===== src/rtl/uart_pkg.sv =====
// uart_pkg: shared definitions for the UART receiver slice.
//   rx_state_t    - receiver FSM states
//   PARITY_*      - parity mode encodings for the PARITY_MODE parameter
//   clks_per_bit  - system clocks per serial bit
package uart_pkg;

  typedef enum logic [2:0] {
    ST_IDLE,
    ST_START,
    ST_DATA,
    ST_PARITY,
    ST_STOP
  } rx_state_t;

  localparam int PARITY_NONE = 0;
  localparam int PARITY_EVEN = 1;
  localparam int PARITY_ODD  = 2;

  function automatic int clks_per_bit(input int clk_freq, input int baud_rate);
    return clk_freq / baud_rate;
  endfunction

endpackage


===== src/rtl/uart_rx_core_if.sv =====
// uart_rx_core_if: received-word output channel of uart_rx_core.
//   out_data    - received word (DATA_BITS wide)
//   out_valid   - a word is held in out_data
//   out_ready   - consumer accepts the held word
//   parity_err  - parity mismatch on the held word
//   frame_err   - a stop bit of the held word sampled low
//   overrun_err - the held word overwrote an unread word
// master: the receiver; slave: the consumer.
interface uart_rx_core_if #(
  parameter int DATA_BITS = 8
);

  logic [DATA_BITS-1:0] out_data;
  logic                 out_valid;
  logic                 out_ready;
  logic                 parity_err;
  logic                 frame_err;
  logic                 overrun_err;

  modport master (
    output out_data, out_valid, parity_err, frame_err, overrun_err,
    input  out_ready
  );

  modport slave (
    input  out_data, out_valid, parity_err, frame_err, overrun_err,
    output out_ready
  );

endinterface


===== src/rtl/uart_rx_sync.sv =====
// uart_rx_sync: brings the asynchronous rx line into the clock domain.
//   clk, rst - system clock, synchronous active-high reset
//   i_rx     - asynchronous serial line (idle high)
//   o_rx_s   - synchronised line (2-FF)
//   o_rx_p   - o_rx_s delayed by one cycle, for start-edge detection
//   o_bit    - bit value seen by the sampler
// Macro UART_RX_MAJORITY_EN: o_bit is the majority of o_rx_s over the
// current and two preceding cycles; otherwise o_bit is o_rx_s.
module uart_rx_sync (
  input  logic clk,
  input  logic rst,
  input  logic i_rx,
  output logic o_rx_s,
  output logic o_rx_p,
  output logic o_bit
);

  logic r_meta;
  logic r_rx_s;
  logic r_rx_p;

  always_ff @(posedge clk) begin
    if (rst) begin
      r_meta <= 1'b1;
      r_rx_s <= 1'b1;
      r_rx_p <= 1'b1;
    end else begin
      r_meta <= i_rx;
      r_rx_s <= r_meta;
      r_rx_p <= r_rx_s;
    end
  end

  assign o_rx_s = r_rx_s;
  assign o_rx_p = r_rx_p;

`ifdef UART_RX_MAJORITY_EN
  // r_rx_p already holds the previous rx_s; one more stage gives the third vote.
  logic r_rx_h2;

  always_ff @(posedge clk) begin
    if (rst) begin
      r_rx_h2 <= 1'b1;
    end else begin
      r_rx_h2 <= r_rx_p;
    end
  end

  assign o_bit = (r_rx_s & r_rx_p) | (r_rx_s & r_rx_h2) | (r_rx_p & r_rx_h2);
`else
  assign o_bit = r_rx_s;
`endif

endmodule


===== src/rtl/uart_rx_core.sv =====
// uart_rx_core: system-clocked UART receiver with mid-bit sampling,
// configurable data width, parity mode and stop-bit count.
//   clk, rst - system clock, synchronous active-high reset
//   rx       - asynchronous serial line (idle high)
//   bus      - received-word channel (uart_rx_core_if.master)
//   busy     - receiver FSM is not idle
// Macro UART_RX_MAJORITY_EN (in uart_rx_sync): 3-sample majority bit voting.
module uart_rx_core
  import uart_pkg::*;
#(
  parameter int CLK_FREQ    = 24000000,
  parameter int BAUD_RATE   = 3000000,
  parameter int DATA_BITS   = 8,
  parameter int PARITY_MODE = PARITY_EVEN,
  parameter int STOP_BITS   = 1
) (
  input  logic             clk,
  input  logic             rst,
  input  logic             rx,
  uart_rx_core_if.master   bus,
  output logic             busy
);

  localparam int C     = clks_per_bit(CLK_FREQ, BAUD_RATE);
  localparam int CNT_W = $clog2(C);
  localparam int IDX_W = (DATA_BITS > 1) ? $clog2(DATA_BITS) : 1;

  logic                 w_rx_s;
  logic                 w_rx_p;
  logic                 w_bit;

  rx_state_t            r_state;
  rx_state_t            w_state_nxt;
  logic [CNT_W-1:0]     r_cnt;
  logic                 w_tick;
  logic                 w_start;
  logic                 w_commit;
  logic [IDX_W-1:0]     r_bit_idx;
  logic [DATA_BITS-1:0] r_shift;
  logic                 r_par_err;
  logic                 r_frm_err;
  logic                 r_stop_idx;
  logic                 w_par_calc;
  logic                 w_par_err;
  logic                 w_frm_final;

  logic [DATA_BITS-1:0] r_out_data;
  logic                 r_out_valid;
  logic                 r_out_perr;
  logic                 r_out_ferr;
  logic                 r_out_ovr;

  uart_rx_sync u_sync (
    .clk    (clk),
    .rst    (rst),
    .i_rx   (rx),
    .o_rx_s (w_rx_s),
    .o_rx_p (w_rx_p),
    .o_bit  (w_bit)
  );

  assign w_tick      = (r_state != ST_IDLE) && (r_cnt == '0);
  assign w_par_calc  = (^r_shift) ^ w_bit;
  assign w_par_err   = (PARITY_MODE == PARITY_ODD) ? ~w_par_calc : w_par_calc;
  // Last stop sample is folded in directly since commit happens on that tick.
  assign w_frm_final = r_frm_err | ~w_bit;

  always_ff @(posedge clk) begin
    if (rst) begin
      r_state <= ST_IDLE;
    end else begin
      r_state <= w_state_nxt;
    end
  end

  always_comb begin
    w_state_nxt = r_state;
    w_start     = 1'b0;
    w_commit    = 1'b0;
    unique case (r_state)
      ST_IDLE: begin
        if (w_rx_p && !w_rx_s) begin
          w_start     = 1'b1;
          w_state_nxt = ST_START;
        end
      end
      ST_START: begin
        if (w_tick) begin
          w_state_nxt = w_bit ? ST_IDLE : ST_DATA;
        end
      end
      ST_DATA: begin
        if (w_tick && (r_bit_idx == IDX_W'(DATA_BITS - 1))) begin
          w_state_nxt = (PARITY_MODE == PARITY_NONE) ? ST_STOP : ST_PARITY;
        end
      end
      ST_PARITY: begin
        if (w_tick) begin
          w_state_nxt = ST_STOP;
        end
      end
      ST_STOP: begin
        if (w_tick && (r_stop_idx == 1'(STOP_BITS - 1))) begin
          w_commit    = 1'b1;
          w_state_nxt = ST_IDLE;
        end
      end
      default: w_state_nxt = ST_IDLE;
    endcase
  end

  always_ff @(posedge clk) begin
    if (rst) begin
      r_cnt      <= '0;
      r_bit_idx  <= '0;
      r_shift    <= '0;
      r_par_err  <= 1'b0;
      r_frm_err  <= 1'b0;
      r_stop_idx <= 1'b0;
    end else begin
      if (w_start) begin
        r_cnt <= CNT_W'(C / 2 - 1);
      end else if (r_state != ST_IDLE) begin
        r_cnt <= w_tick ? CNT_W'(C - 1) : r_cnt - CNT_W'(1);
      end

      if (w_tick) begin
        unique case (r_state)
          ST_START: begin
            r_bit_idx  <= '0;
            r_par_err  <= 1'b0;
            r_frm_err  <= 1'b0;
            r_stop_idx <= 1'b0;
          end
          ST_DATA: begin
            r_shift[r_bit_idx] <= w_bit;
            r_bit_idx          <= r_bit_idx + IDX_W'(1);
          end
          ST_PARITY: r_par_err <= w_par_err;
          ST_STOP: begin
            if (!w_bit) begin
              r_frm_err <= 1'b1;
            end
            r_stop_idx <= r_stop_idx + 1'b1;
          end
          default: ;
        endcase
      end
    end
  end

  // Commit takes priority over a same-cycle transfer: the old word leaves,
  // the new one loads, and overrun is raised only if nobody took the old word.
  always_ff @(posedge clk) begin
    if (rst) begin
      r_out_data  <= '0;
      r_out_valid <= 1'b0;
      r_out_perr  <= 1'b0;
      r_out_ferr  <= 1'b0;
      r_out_ovr   <= 1'b0;
    end else if (w_commit) begin
      r_out_data  <= r_shift;
      r_out_valid <= 1'b1;
      r_out_perr  <= r_par_err;
      r_out_ferr  <= w_frm_final;
      r_out_ovr   <= r_out_valid & ~bus.out_ready;
    end else if (r_out_valid && bus.out_ready) begin
      r_out_valid <= 1'b0;
      r_out_perr  <= 1'b0;
      r_out_ferr  <= 1'b0;
      r_out_ovr   <= 1'b0;
    end
  end

  assign bus.out_data    = r_out_data;
  assign bus.out_valid   = r_out_valid;
  assign bus.parity_err  = r_out_perr;
  assign bus.frame_err   = r_out_ferr;
  assign bus.overrun_err = r_out_ovr;
  assign busy            = (r_state != ST_IDLE);

endmodule


===== src/flat_wrapper.sv =====
// flat-port wrapper written by rule: the top's interface ports become plain ports
module uart_rx_core_flat import uart_pkg::*;
#(
  parameter int CLK_FREQ    = 24000000,
  parameter int BAUD_RATE   = 3000000,
  parameter int DATA_BITS   = 8,
  parameter int PARITY_MODE = PARITY_EVEN,
  parameter int STOP_BITS   = 1
)
  (clk, rst, rx, busy, bus_out_data, bus_out_valid, bus_parity_err, bus_frame_err, bus_overrun_err, bus_out_ready);
  uart_rx_core_if #(.DATA_BITS(DATA_BITS)) bus_i ();
  input  logic clk;
  input  logic rst;
  input  logic rx;
  output logic busy;
  output wire logic [$bits(bus_i.out_data)-1:0] bus_out_data;
  output wire logic [$bits(bus_i.out_valid)-1:0] bus_out_valid;
  output wire logic [$bits(bus_i.parity_err)-1:0] bus_parity_err;
  output wire logic [$bits(bus_i.frame_err)-1:0] bus_frame_err;
  output wire logic [$bits(bus_i.overrun_err)-1:0] bus_overrun_err;
  input wire logic [$bits(bus_i.out_ready)-1:0] bus_out_ready;
  assign bus_out_data = bus_i.out_data;
  assign bus_out_valid = bus_i.out_valid;
  assign bus_parity_err = bus_i.parity_err;
  assign bus_frame_err = bus_i.frame_err;
  assign bus_overrun_err = bus_i.overrun_err;
  assign bus_i.out_ready = bus_out_ready;
  uart_rx_core #(.CLK_FREQ(CLK_FREQ), .BAUD_RATE(BAUD_RATE), .DATA_BITS(DATA_BITS), .PARITY_MODE(PARITY_MODE), .STOP_BITS(STOP_BITS)) u_core (.clk(clk), .rst(rst), .rx(rx), .bus(bus_i), .busy(busy));
endmodule

===== config.mk =====
export PLATFORM = sky130hd
export DESIGN_NAME = uart_rx_core_flat
export DESIGN_NICKNAME = d
export VERILOG_FILES = /design/src/rtl/uart_pkg.sv /design/src/rtl/uart_rx_core_if.sv /design/src/rtl/uart_rx_sync.sv /design/src/rtl/uart_rx_core.sv /design/src/flat_wrapper.sv
export SDC_FILE = /design/constraint.sdc
export NUM_CORES = 1
export LEC_CHECK = 0
export ABC_AREA = 1
export CAP_MARGIN = 15
export CELL_PAD_IN_SITES_DETAIL_PLACEMENT = 0
export CELL_PAD_IN_SITES_GLOBAL_PLACEMENT = 1
export CORE_UTILIZATION = 36
export DETAILED_ROUTE_END_ITERATION = 7
export GPL_TIMING_DRIVEN = 0
export PLACE_DENSITY = 0.73
export SYNTH_ARGS = -nofsm -noshare
export SYNTH_HDL_FRONTEND = slang
export SYNTH_SLANG_ARGS = --single-unit
export TNS_END_PERCENT = 5

===== constraint.sdc =====
create_clock -name clk -period 1.4 [get_ports clk]
set_input_delay 0.35 -clock clk [delete_from_list [all_inputs] [get_ports clk]]
set_output_delay 0.35 -clock clk [all_outputs]
set_load 0.02 [all_outputs]

# After elaboration in Yosys (flattened, before gate mapping)

Index checks and enable logic that the tools add are counted.

Register bits after elaboration: 35
Input bits: 4
Output and inout bits: 13
Word-level logic and storage cells: 88

Add/sub/neg operators: 3
Magnitude comparators: 2
Equal/unequal tests: 11
Mux-type cells: 27
Bitwise logic cells: 6
Reduce and logical (&&, ||, !) cells: 23

Operators with widths:

| cell                                                | count |
|---|---|
| two-way mux 3 bit                                   | 6 |
| case mux 3 bit (5 select lines)                     | 1 |
| two-way mux 1 bit                                   | 11 |
| != test 2 x 1 -> 1 bit, second input constant       | 5 |
| nonzero test 2 bit                                  | 5 |
| bitwise mux 8 bit                                   | 1 |
| AND reduction 2 bit                                 | 4 |
| parity 8 bit                                        | 1 |
| == test 3 x 2 -> 1 bit, second input constant       | 2 |
| == test 3 bit, second input constant                | 2 |
| logical AND 1 bit                                   | 6 |
| logical NOT 3 bit                                   | 2 |
| two-way mux 2 bit                                   | 3 |
| case mux 1 bit (2 select lines)                     | 3 |
| case mux 3 bit (2 select lines)                     | 1 |
| AND reduction 5 bit                                 | 1 |
| < comparator 3 x 4 -> 1 bit, second input constant  | 1 |
| adder 3 x 1 -> 3 bit, second input constant         | 1 |
| demux 1 bit (select 3 bit)                          | 1 |
| == test 3 x 1 -> 1 bit, second input constant       | 1 |
| >= comparator 3 x 1 -> 1 bit, second input constant | 1 |
| NOT 1 bit                                           | 3 |
| AND reduction 3 bit                                 | 1 |
| nonzero test 3 bit                                  | 1 |
| 8 further kinds                                     | 8 |

# Longest topological paths before layout

Gate-level depths: netlist of the first run.

Depth after elaboration: 6
Depth in mapped cells: 12

# Cells and area by module

Synthesis of the first run repeated with hierarchy kept, for this count alone.

Cell total of the unflattened synthesis: 232
Area total of the unflattened synthesis: 1664.1 µm²

Modules (own cells, without submodules):

| module       | times used | cells an instance | area an instance (µm²) | sequential area each (µm²) |
|---|---|---|---|---|
| uart_rx_core | 1          | 221               | 1567.8                 | 640.6 |
| uart_rx_sync | 1          | 11                | 96.3                   | 60.1 |

# Worst setup path after synthesis of the first run

No wires, ideal clock.

Path kind: register to register
Start: register u_core.r_cnt[0]
End: register u_core.r_out_ovr, in the netlist u_core.bus.overrun_err
Library setup time: 0.067 ns
Data arrival time: 1.400 ns
Setup slack: -0.067 ns
Cell stages (with the launch flop): 12
Period minus slack after synthesis: 1.467 ns
Path through: dfxtp_1 inv_1 ha_1 inv_1 nor2_1 nand2_2 inv_2 nand3_4 clkinv_2 buf_6 nand3_2 a21oi_2

Cells in the longest elaborated chain, start to end: 6
Elaborated cells on any way between the ends: 7
Those cells by class: 3 x mux; 4 x reduce/logical

RTL lines:

| what                                                    | line                | RTL |
|---|---|---|
| start, declared                                         | uart_rx_core.sv:34  | `logic [CNT_W-1:0] r_cnt;` |
| start signal, assigned                                  | uart_rx_core.sv:122 | `r_cnt <= CNT_W'(C / 2 - 1);` |
| start signal, assigned                                  | uart_rx_core.sv:124 | `r_cnt <= w_tick ? CNT_W'(C - 1) : r_cnt - CNT_W'(1);` |
| logical NOT 3 bit *                                     | uart_rx_core.sv:62  | `assign w_tick = (r_state != ST_IDLE) && (r_cnt == '0);` |
| logical AND 1 bit *                                     | uart_rx_core.sv:62  |  |
| logical AND 1 bit *                                     | uart_rx_core.sv:103 | `if (w_tick && (r_stop_idx == 1'(STOP_BITS - 1))) begin` |
| two-way mux 1 bit *                                     | uart_rx_core.sv:103 |  |
| two-way mux 1 bit *                                     | uart_rx_core.sv:80  | `unique case (r_state)` |
| two-way mux 1 bit or nonzero test 2 bit (tied branches) | -                   |  |
| end signal, assigned                                    | uart_rx_core.sv:166 | `r_out_ovr <= r_out_valid & ~bus.out_ready;` |
| end, declared                                           | uart_rx_core.sv:51  | `logic r_out_ovr;` |

Every way passes the cells marked *; elsewhere a longest branch is shown, timed or not.
A chain may end at the register's enable or synchronous reset.

# Final worst setup path of the first run

Start: register u_core.r_cnt[0]
End: register u_core.r_shift[5]

Cells in the longest elaborated chain, start to end: 3

RTL lines:

| what                                 | line                | RTL |
|---|---|---|
| logical NOT 3 bit                    | uart_rx_core.sv:62  |  |
| logical AND 1 bit                    | uart_rx_core.sv:62  |  |
| AND reduction 2 bit (no source line) | -                   |  |
| end signal, assigned by index        | uart_rx_core.sv:136 | `r_shift[r_bit_idx] <= w_bit;` |
| end, declared                        | uart_rx_core.sv:39  | `logic [DATA_BITS-1:0] r_shift;` |

Every way passes these cells.

==> results of run 1 <==
state kept, by name (all words and copies together), names as in the netlist:
register / count
u_core.r_bit_idx: 3
u_core.r_frm_err: 1
u_core.bus.out_valid: 1
u_core.bus.out_data: 8
u_core.bus.frame_err: 1
u_core.r_state: 3
u_core.r_cnt: 3
u_core.u_sync.o_bit: 1
u_core.bus.parity_err: 1
u_core.r_par_err: 1
u_core.u_sync.o_rx_p: 1
u_core.u_sync.r_meta: 1
u_core.r_stop_idx: 1
u_core.bus.overrun_err: 1
u_core.r_shift: 8
per-stage QoR:
stage | instances | power, W | instance area, um^2 | hold WS (ns)
6_report | 308 | 0.00289 | 2100 | 0.411
5_1_grt | 308 | 0.00311 | 2100 | 0.430
4_1_cts | 302 | 0.00272 | 1960 | 0.415
3_5_place_dp | 294 | 0.00189 | 1860 | 0.398
3_3_place_gp | 294 | 0.00190 | 1860 | 0.391
2_1_floorplan | 227 | 0.00171 | 1640 | 0.389
synth_stat cells:
cell / count / area share (%)
xnor2_1: 3 / 1.6
or2_2: 3 / 1.1
o21ai_2: 1 / 0.54
o221ai_1: 1 / 0.54
a21oi_2: 1 / 0.54
nand3_2: 1 / 0.61
clkbuf_1: 4 / 0.92
ha_1: 4 / 3.1
a31oi_1: 1 / 0.38
buf_6: 1 / 0.69
a21oi_1: 28 / 8.6
nand2_4: 1 / 0.69
nand4_1: 1 / 0.38
nand2_2: 1 / 0.38
nor3_2: 1 / 0.61
xor2_1: 1 / 0.54
nor2_1: 14 / 3.2
inv_1: 28 / 6.4
nand3_1: 6 / 1.8
clkinv_1: 1 / 0.23
nand2_1: 52 / 12
clkinv_2: 1 / 0.31
nand3_4: 1 / 1.1
nand3b_1: 1 / 0.46
o21ai_1: 3 / 0.92
nor2_2: 2 / 0.77
dfxtp_1: 35 / 43
o21ai_0: 14 / 4.3
inv_2: 6 / 1.4
nor3_1: 10 / 3.1
how the worst max path moves through the flow:
stage / startpoint / endpoint
finish: u_core.r_cnt[0]$_SDFFE_PP0P_ / u_core.r_shift[5]$_SDFFE_PP0P_
CTS: u_core.r_cnt[0]$_SDFFE_PP0P_ / u_core.r_shift[3]$_SDFFE_PP0P_
floorplan: u_core.r_cnt[0]$_SDFFE_PP0P_ / u_core.bus.overrun_err$_SDFFE_PP0P_
detailed placement: u_core.r_cnt[0]$_SDFFE_PP0P_ / u_core.r_shift[3]$_SDFFE_PP0P_
global route: u_core.r_cnt[0]$_SDFFE_PP0P_ / u_core.r_shift[7]$_SDFFE_PP0P_
global placement: u_core.r_cnt[0]$_SDFFE_PP0P_ / u_core.r_shift[0]$_SDFFE_PP0P_
logic make-up after synthesis:
kind of cell | count (synthesis) | share of synthesized area (%)
and+or+nand+nor | 94 | 26.2
AOI/OAI and AO/OA | 49 | 15.8
buffers and inverters | 41 | 9.95
DFF | 35 | 42.9
xor gates and xnor gates | 4 | 2.14
adders and majority gates | 4 | 3.06
final cells by class:
class                           instances  area, um^2  share of cell area [%]
Multi-Input combinational cell        151         877                    41.8
Sequential cell                        35         704                    33.5
Timing Repair Buffer                   21         183                    8.70
Inverter                               36         145                    6.91
Clock buffer                            8         100                    4.76
Tap cell                               52        65.1                    3.10
Buffer                                  5        26.3                    1.25
power breakdown:
group / internal (W) / switching, W / leakage [nW]
logic: 0.000338 / 0.000599 / 0.571
clock network: 0.000449 / 0.000336 / 0.0515
registers: 0.00108 / 0.0000857 / 0.285
total: 0.00187 / 0.00102 / 0.907
what timing repair did:
item,4_1_cts,5_1_grt
setup endpoints to repair,35,28
setup buffers,0,5
pin swaps,0,9
gates cloned,0,1
gates resized for setup,19,37
routing by layer:
layer | track usage, % | wire (um) | up-vias | part of all wire, %
li1 | - | - | 782 | -
met1 | 19.8 | 1780 | 653 | 51
met2 | 24.1 | 1530 | 24 | 44
met3 | 5.52 | 132 | 4 | 3.8
met4 | 6.58 | 28 | 0 | 0.81
met5 | 0 | 0 | - | 0
worst max-delay path, delay by kind of cell (launching register included):
kind                     cells  cell delay [ns]
AND/OR/NAND/NOR              4             0.48
flip-flops                   1             0.33
buffers and inverters        4             0.29
AO/OA/AOI/OAI                1             0.16
adder cells (fa/ha/maj)      1             0.13
==> results.yml, run 1 <==
timing:
  final_hold_viol_count: 0
  period_minus_slack_ns: 1.45
  setup_viol_count_final: 18
  fin_worst_skew_ns: 0.00690
  tightest_slew_ns: 0.618
  fmax_ghz: 0.689
  slew_headroom_pct: 58.8
  postLayoutSetupSlackWorst_ns: -0.0508
  slew_violations: 0
  finalSetupTns_ns: -0.496
  period_share_pct: 104
  rsz0062_at_grt: "yes"
global_route:
  grt_pass1_vias: 1329
  grt-ovfl-total: 0
  track_usage_pct: 15.6
  antenna_found_initial: 0
  grt_pass1_wl_um: 5900
  grt_max_degree: 11
setup_path:
  r2r_start: "u_core.r_cnt[0]$_SDFFE_PP0P_"
  r2r_cells: 10
  critPathRequiredTime_ns: 1.61
  rrSetupSlack_ns: -0.05
  cp-start-kind: "flop"
  max_stage_delay_ns: 0.33
  r2r_end: "u_core.r_shift[5]$_SDFFE_PP0P_"
  arrival_ns: 1.66
  cp_max_fo: 5
  crit_slowest_cell: "dfxtp_2"
  crit_type: "flop to flop"
  path_common_cell: "inv_2"
  end_kind: "flop"
  path_cells: "inv_2 > ha_4 > inv_2 > nor2_4 > inv_2 > nor2_4 > nand2_2 > clkinv_1 > nand3_1 > a21oi_1"
pwr:
  p_leak_nw: 0.907
  peakVddDrop_uv: 642
  cellPowerDensity_mw_per_mm2: 1380
drt:
  drt_wl_total_um: 3470
  ant_nets: 0
  vias: 1463
  drc_errors: 0
  drt_first_pass_iters: 6
  drtIter0Drc: 69
  drt-wirelength-per-cell_um: 11.3
  viasPerCell: 4.75
synthesis:
  synth.avg_cell_area_um2: 7.20
  ys_types: 30
  yosysWarnings: 0
  ys_ff_latch: 35
  syn-instance-count: 227
  syn-cell-area_mm2: 0.00163
  yosysSeqAreaShare_pct: 42.9
  syn_nets: 235
placed_design:
  dp_hpwl_um: 2520
  portBuffers: 15
  gp_congestion: 0.708
  place_worst_setup_slack_ns: -0.212
clocking:
  cts_max_level: 2
  numCtsBuffers: 5
  clk_pin_slew_worst_paths_ns: 0.07
  cts_tree: "built"
  clock_path_buffers: 2
  cts.sinks: 35
  insertion_delay_ns: 0.28
  cts_hold_buf: 0
  root_buffer: "clkbuf_8"
finish:
  final_core_util_pct: 48.2
  diodes: 0
  fillers: 437
  syn2layout_area_growth_pct: 28.6
  layout_commonest_cell: "nand2_1"
  nets: 263
  drive_above_1_share_pct: 23.8
  final_cell_mix: "nand2_1 (47), dfxtp_1 (32), inv_1 (23)"
worst_hold_path:
  min_to: "u_core.u_sync.o_bit$_SDFF_PP1_"
  min_from: "u_core.u_sync.r_meta$_SDFF_PP1_"
  hp-class: "flop to flop"
  hold_depth: 1
status:
  failed_checks: "negative setup slack"
  status: "finished with violations"
floorplan:
  die_w_um: 69.4
  die_h_um: 69.4
  die_area_mm2: 0.00481
  core-area_mm2: 0.00435
  start_util_pct: 37.5
  fp-row-count: 24
  io_pins: 17
job:
  cap_violations: 0
Power figures use the tool's default switching activity.
==> run 2: changes to the inputs <==
GPL_TIMING_DRIVEN = default   (was 0)
RECOVER_POWER = 25   (was default)
SETUP_SLACK_MARGIN = 0.1   (was default)
==> run 2 against run 1 <==
Effect of this change:
- the run still ends with negative setup slack left
- critical endpoint is now u_core.r_state[1]$_SDFFE_PP0P_
- cell area increased by 3.1%
- worst setup slack got worse by 0.0052 ns
- sequential power about the same
- clock skew decreased by 0.0025 ns
- total power increased by 5.1%
- flip-flop and latch count unchanged
==> results.yml, run 2 (same netlist as run 1, synthesis figures left out) <==
pwr:
  peakVddDrop_uv: 753
  cellPowerDensity_mw_per_mm2: 1400
  p_leak_nw: 0.932
status:
  failed_checks: "negative setup slack"
  status: "finished with violations"
placed_design:
  gp_congestion: 0.798
  dp.cells: 314
  dpl_cell_area_mm2: 0.00205
  portBuffers: 16
  dp_hpwl_um: 2710
drt:
  drt_wl_total_um: 3740
  drt-wirelength-per-cell_um: 11.6
  drtIter0Drc: 80
  drt_first_pass_iters: 4
  vias: 1537
  ant_nets: 0
  viasPerCell: 4.76
  drc_errors: 0
finish:
  nets: 278
  fillers: 463
  layout_commonest_cell: "nand2_1"
  syn2layout_area_growth_pct: 32.5
  regArea_um2: 704
  finalNonFillerCells: 323
  drive_above_1_share_pct: 29.5
  multiInputGateArea_um2: 848
  final_cell_mix: "nand2_1 (48), dfxtp_1 (32), a21oi_1 (26)"
  final_cell_area_mm2: 0.00217
  diodes: 0
setup_path:
  r2r_start: "u_core.r_cnt[1]$_SDFFE_PP0P_"
  critPathTopFamily: "simple AND/OR/NAND/NOR gates"
  crit_slowest_cell: "dfxtp_2"
  startpoint: "u_core.r_cnt[1]$_SDFFE_PP0P_"
  critPathRequiredTime_ns: 1.58
  cp_max_fo: 4
  crit_type: "flop to flop"
  rrSetupSlack_ns: -0.06
  end_kind: "flop"
  path_common_cell: "inv_2"
  cp-start-kind: "flop"
  path_cells: "inv_2 > ha_4 > inv_2 > nor2_4 > nand2_2 > o21ai_2 > inv_2 > nor2_4 > nand2_2 > nor2_2 > nor2_1"
  arrival_ns: 1.64
  critPathBufInv: 3
  max_stage_delay_ns: 0.32
clocking:
  cts.sinks: 35
  insertion_delay_ns: 0.29
  cts_tree: "built"
  root_buffer: "clkbuf_8"
  clock_path_buffers: 2
  numCtsBuffers: 5
  cts_hold_buf: 0
  cts_max_level: 2
  clk_pin_slew_worst_paths_ns: 0.07
floorplan:
  io_pins: 17
  die_h_um: 69.4
  die_area_mm2: 0.00481
  core-area_mm2: 0.00435
  die_w_um: 69.4
  start_util_pct: 37.5
  fp-row-count: 24
timing:
  rsz0062_at_grt: "yes"
  slew_violations: 0
  slew_headroom_pct: 80.8
  setup_viol_count_final: 3
  tightest_slew_ns: 0.288
  postLayoutSetupSlackWorst_ns: -0.0560
  period_share_pct: 104
  fmax_ghz: 0.687
  final_hold_viol_count: 0
  fin_worst_skew_ns: 0.00440
  period_minus_slack_ns: 1.46
global_route:
  grt_pass1_vias: 1407
  antenna_found_initial: 0
  grt-ovfl-total: 0
  grt_pass1_wl_um: 6350
  track_usage_pct: 16.8
  grt_max_degree: 14
job:
  cap_violations: 0
worst_hold_path:
  min_from: "u_core.u_sync.r_meta$_SDFF_PP1_"
  hp-class: "flop to flop"
run 2: per-stage QoR:
stage / hold slack, ns / total power [W] / worst slack (ns) / util (%) / setup TNS, ns
2_1_floorplan: 0.389 / 0.00175 / 0.0292 / - / 0
3_3_place_gp: 0.393 / 0.00222 / -0.142 / 47.2 / -0.648
3_5_place_dp: 0.394 / 0.00221 / -0.144 / 47.2 / -0.942
4_1_cts: 0.410 / 0.00297 / -0.0743 / 49.6 / -0.173
5_1_grt: 0.423 / 0.00328 / -0.144 / 49.7 / -2.30
6_report: 0.408 / 0.00304 / -0.0560 / 49.7 / -0.101
run 2: layer usage:
metal	routed length (um)	part of all wire [%]	vias to the layer above	GRT usage [%]
li1	-	-	811	-
met1	1860	50	687	21.9
met2	1690	45	32	26.1
met3	140	3.7	7	4.80
met4	59	1.6	0	6.80
met5	0	0	-	0
run 2: path summary, 6_finish.rpt:
path | endpoint | depth (start not counted)
worst max register to register | u_core.r_state[1]$_SDFFE_PP0P_ | 11
worst min-delay path | u_core.u_sync.o_bit$_SDFF_PP1_ | 1
worst max-delay path | u_core.r_state[1]$_SDFFE_PP0P_ | 11
worst min register to register | u_core.u_sync.o_bit$_SDFF_PP1_ | 1
run 2: cell type report:
class | instances | share of cell area, %
Clock inverter | 1 | 0.231
Inverter | 36 | 6.47
Timing Repair Buffer | 41 | 15.1
Clock buffer | 7 | 3.52
Multi-Input combinational cell | 151 | 39.2
Tap cell | 52 | 3.00
Sequential cell | 35 | 32.5
run 2: report_power, final:
group	switching (W)	internal (W)	total, W
clock network	0.000352	0.000349	0.000700
registers	0.0000631	0.00108	0.00115
logic	0.000650	0.000542	0.00119
total	0.00106	0.00197	0.00304
run 2: worst register-to-register path: cells and delay by family (launching register included):
kind                       cells  cell delay, ns
and+or+nand+nor                6            0.57
DFF                            1            0.32
AOI/OAI and AO/OA              1            0.18
buffers and inverters          3            0.16
adders and majority gates      1            0.12
run 2: what timing repair did:
action,in CTS,in global routing
buffers inserted,0,1
endpoints found under the hold margin,0,0
pin swaps,8,9
resized for setup,40,27
setup endpoints to repair,41,44
==> run 3: changes to the inputs <==
ABC_AREA = 0   (was 1)
CORE_UTILIZATION = 39   (was 36)
PLACE_DENSITY = default   (was 0.73)
PLACE_DENSITY_LB_ADDON = 0.25   (was default)
SETUP_SLACK_MARGIN = default   (was 0.1)
==> run 3 against run 2 <==
Effect of this change:
- the flow still finishes with violations (negative setup slack)
- flip-flop and latch count stayed put
- maximum frequency fell by 6.5%
- combinational power decreased by 63%
- critical path depth fell by 4
- sequential share of layout area is 2.9 points lower
- total power shrank 29%
- cell area up 9.6%
- final cell count decreased by 16%
- die area is 3.3% lower
- register-to-register slack worse by 0.10 ns
- critical path type unchanged
- largest cell class unchanged
- largest power group is now sequential cells
==> results.yml, run 3 <==
pwr:
  cellPowerDensity_mw_per_mm2: 914
  p_leak_nw: 0.995
  peakVddDrop_uv: 678
drt:
  vias: 1434
  drc_errors: 0
  drt_wl_total_um: 3770
  drt_first_pass_iters: 4
  drtIter0Drc: 86
  drt-wirelength-per-cell_um: 13.8
  ant_nets: 0
  viasPerCell: 5.27
timing:
  period_minus_slack_ns: 1.56
  rsz0062_at_grt: "yes"
  postLayoutSetupSlackWorst_ns: -0.157
  final_hold_viol_count: 0
  finalSetupTns_ns: -1.33
  period_share_pct: 111
  slew_violations: 0
  tightest_slew_ns: 0.341
  slew_headroom_pct: 77.2
  setup_viol_count_final: 23
  fin_worst_skew_ns: 0.00250
  fmax_ghz: 0.642
synthesis:
  synth_xor_area_share_pct: 4.39
  synthFlopType: "dfxtp_1"
  synth_top_family_by_area: "simple AND/OR/NAND/NOR gates"
  synth_edf_count: 0
  ys_ff_latch: 35
  ys_top_cells_by_count: "dfxtp_1 (35), nor2_1 (26), mux2i_1 (18), nand2_1 (8), clkbuf_1 (7)"
  synth_area_leaders: "dfxtp_1 (41%), mux2i_1 (11%), nor2_1 (5.7%)"
  synthMuxAreaShare_pct: 11.2
  ys_types: 45
  synth_compound_area_share_pct: 11.9
  async_flop_share_pct: 0
  syn-cell-area_mm2: 0.00171
  synth.largest_area_cell: "dfxtp_1"
  synth.avg_cell_area_um2: 9.50
  syn_nets: 188
  synth_top_area_share_pct: 41.0
  yosysSeqAreaShare_pct: 41.0
  synthAdderAreaFrac_pct: 2.93
  synth_most_common_cell: "dfxtp_1"
  syn-instance-count: 180
  yosysWarnings: 0
  yosys.area_share.simple_pct: 23.0
clocking:
  cts.sinks: 35
  cts_max_level: 2
  cts_tree: "built"
  clock_path_buffers: 2
  insertion_delay_ns: 0.28
  cts_hold_buf: 0
  numCtsBuffers: 5
  clk_pin_slew_worst_paths_ns: 0.07
  root_buffer: "clkbuf_8"
finish:
  drive_above_1_share_pct: 33.3
  diodes: 0
  nets: 229
  fillers: 369
  final_cell_mix: "dfxtp_1 (32), buf_4 (29), nor2_1 (25)"
  finalNonFillerCells: 272
  syn2layout_area_growth_pct: 38.8
  final_core_util_pct: 57.7
  layout_commonest_cell: "dfxtp_1"
  final_cell_area_mm2: 0.00237
setup_path:
  cp_max_fo: 5
  cp-start-kind: "flop"
  crit_type: "flop to flop"
  rrSetupSlack_ns: -0.16
  critPathRequiredTime_ns: 1.59
  r2r_end: "u_core.r_state[0]$_SDFFE_PP0P_"
  arrival_ns: 1.75
  r2r_cells: 7
  r2r_start: "u_core.r_cnt[1]$_SDFFE_PP0P_"
  end_kind: "flop"
job:
  cap_violations: 0
global_route:
  grt-ovfl-total: 0
  grt_pass1_wl_um: 6330
  antenna_found_initial: 0
  grt_max_degree: 19
  grt_pass1_vias: 1407
  track_usage_pct: 18.2
floorplan:
  die_area_mm2: 0.00465
  io_pins: 17
  die_w_um: 68.2
  start_util_pct: 41.6
  core-area_mm2: 0.00412
  die_h_um: 68.2
  fp-row-count: 23
placed_design:
  dpl_cell_area_mm2: 0.00221
  gp_congestion: 0.771
  dp_hpwl_um: 2760
  place_worst_setup_slack_ns: -0.201
  portBuffers: 16
  dp.cells: 262
worst_hold_path:
  min_to: "u_core.u_sync.o_bit$_SDFF_PP1_"
  hp-class: "flop to flop"
  min_from: "u_core.u_sync.r_meta$_SDFF_PP1_"
  hold_depth: 1
status:
  status: "finished with violations"
  failed_checks: "negative setup slack"
-- run 3: changes by cell type after synthesis, sizes merged, moves of 5 or more --
cell / delta
nor4: +7
nand2b: +6
nor2b: +5
nor2: +10
inv: -29
nand2: -46
buf: +6
o21ai: -17
mux2i: +18
a21oi: -25
nor3: -8
nand3: -5
-- run 3: cells by family (layout without fill, tap and decap cells) --
logic type / after synthesis / count (layout)
AO/OA/AOI/OAI: 25 / 25
XOR/XNOR: 7 / 7
adder cells (fa/ha/maj): 4 / 4
buffers and inverters: 19 / 61
flip-flops: 35 / 35
multiplexers: 19 / 19
AND/OR/NAND/NOR: 71 / 71
-- run 3: what timing repair did --
action                                  in CTS  in global routing
buffers inserted                             0                  2
gates resized for setup                     20                 15
pin swaps                                    8                  6
endpoints found under the setup margin      39                 31
-- run 3: layer usage --
metal | track usage, % | up-vias | routed length, um
met5 | 0 | - | 0
met4 | 6.25 | 0 | 36
met3 | 3.33 | 4 | 103
met2 | 29.8 | 20 | 1860
met1 | 23.9 | 692 | 1770
li1 | - | 718 | -
-- run 3: worst max-delay path by stage --
stage | to | cells after the start | slack (ns) | from
floorplan | u_core.r_state[0]$_SDFFE_PP0P_ | 6 | 0.005 | u_core.r_state[0]$_SDFFE_PP0P_
global placement | busy | 2 | -0.18 | u_core.r_state[1]$_SDFFE_PP0P_
detailed placement | busy | 2 | -0.20 | u_core.r_state[1]$_SDFFE_PP0P_
CTS | u_core.bus.overrun_err$_SDFFE_PP0P_ | 7 | -0.13 | u_core.r_cnt[1]$_SDFFE_PP0P_
global route | u_core.r_state[0]$_SDFFE_PP0P_ | 7 | -0.22 | u_core.r_cnt[1]$_SDFFE_PP0P_
finish | u_core.r_state[0]$_SDFFE_PP0P_ | 7 | -0.16 | u_core.r_cnt[1]$_SDFFE_PP0P_
-- run 3: per-stage QoR --
| stage | total power [W] | hold slack [ns] |
|---|---|---|
| 2_1_floorplan | 0.00130 | 0.389 |
| 3_3_place_gp | 0.00142 | 0.400 |
| 4_1_cts | 0.00214 | 0.435 |
| 6_report | 0.00217 | 0.426 |
| 5_1_grt | 0.00227 | 0.442 |
| 3_5_place_dp | 0.00144 | 0.418 |
-- run 3: report_power, final --
group	switching, W	internal [W]	leakage, nW
logic	0.000225	0.000216	0.669
registers	0.0000136	0.00102	0.284
clock network	0.000353	0.000347	0.0412
-- run 3: cell type report --
type	instances	area [um^2]	share of cell area (%)
multi-input combinational	126	1110	46.8
sequential	35	704	29.7
timing repair buffer	48	392	16.5
clock buffer	6	72.6	3.06
tap	50	62.6	2.63
inverter	5	18.8	0.790
clock inverter	2	12.5	0.527
-- run 3: critical path: stages, from the launching register on --
cell and delay (ns):
dfxtp_2 0.33, inv_2 0.08, ha_4 0.16, nor3b_4 0.27, buf_4 0.16, o31a_1 0.14
o221ai_2 0.11, a211oi_2 0.22
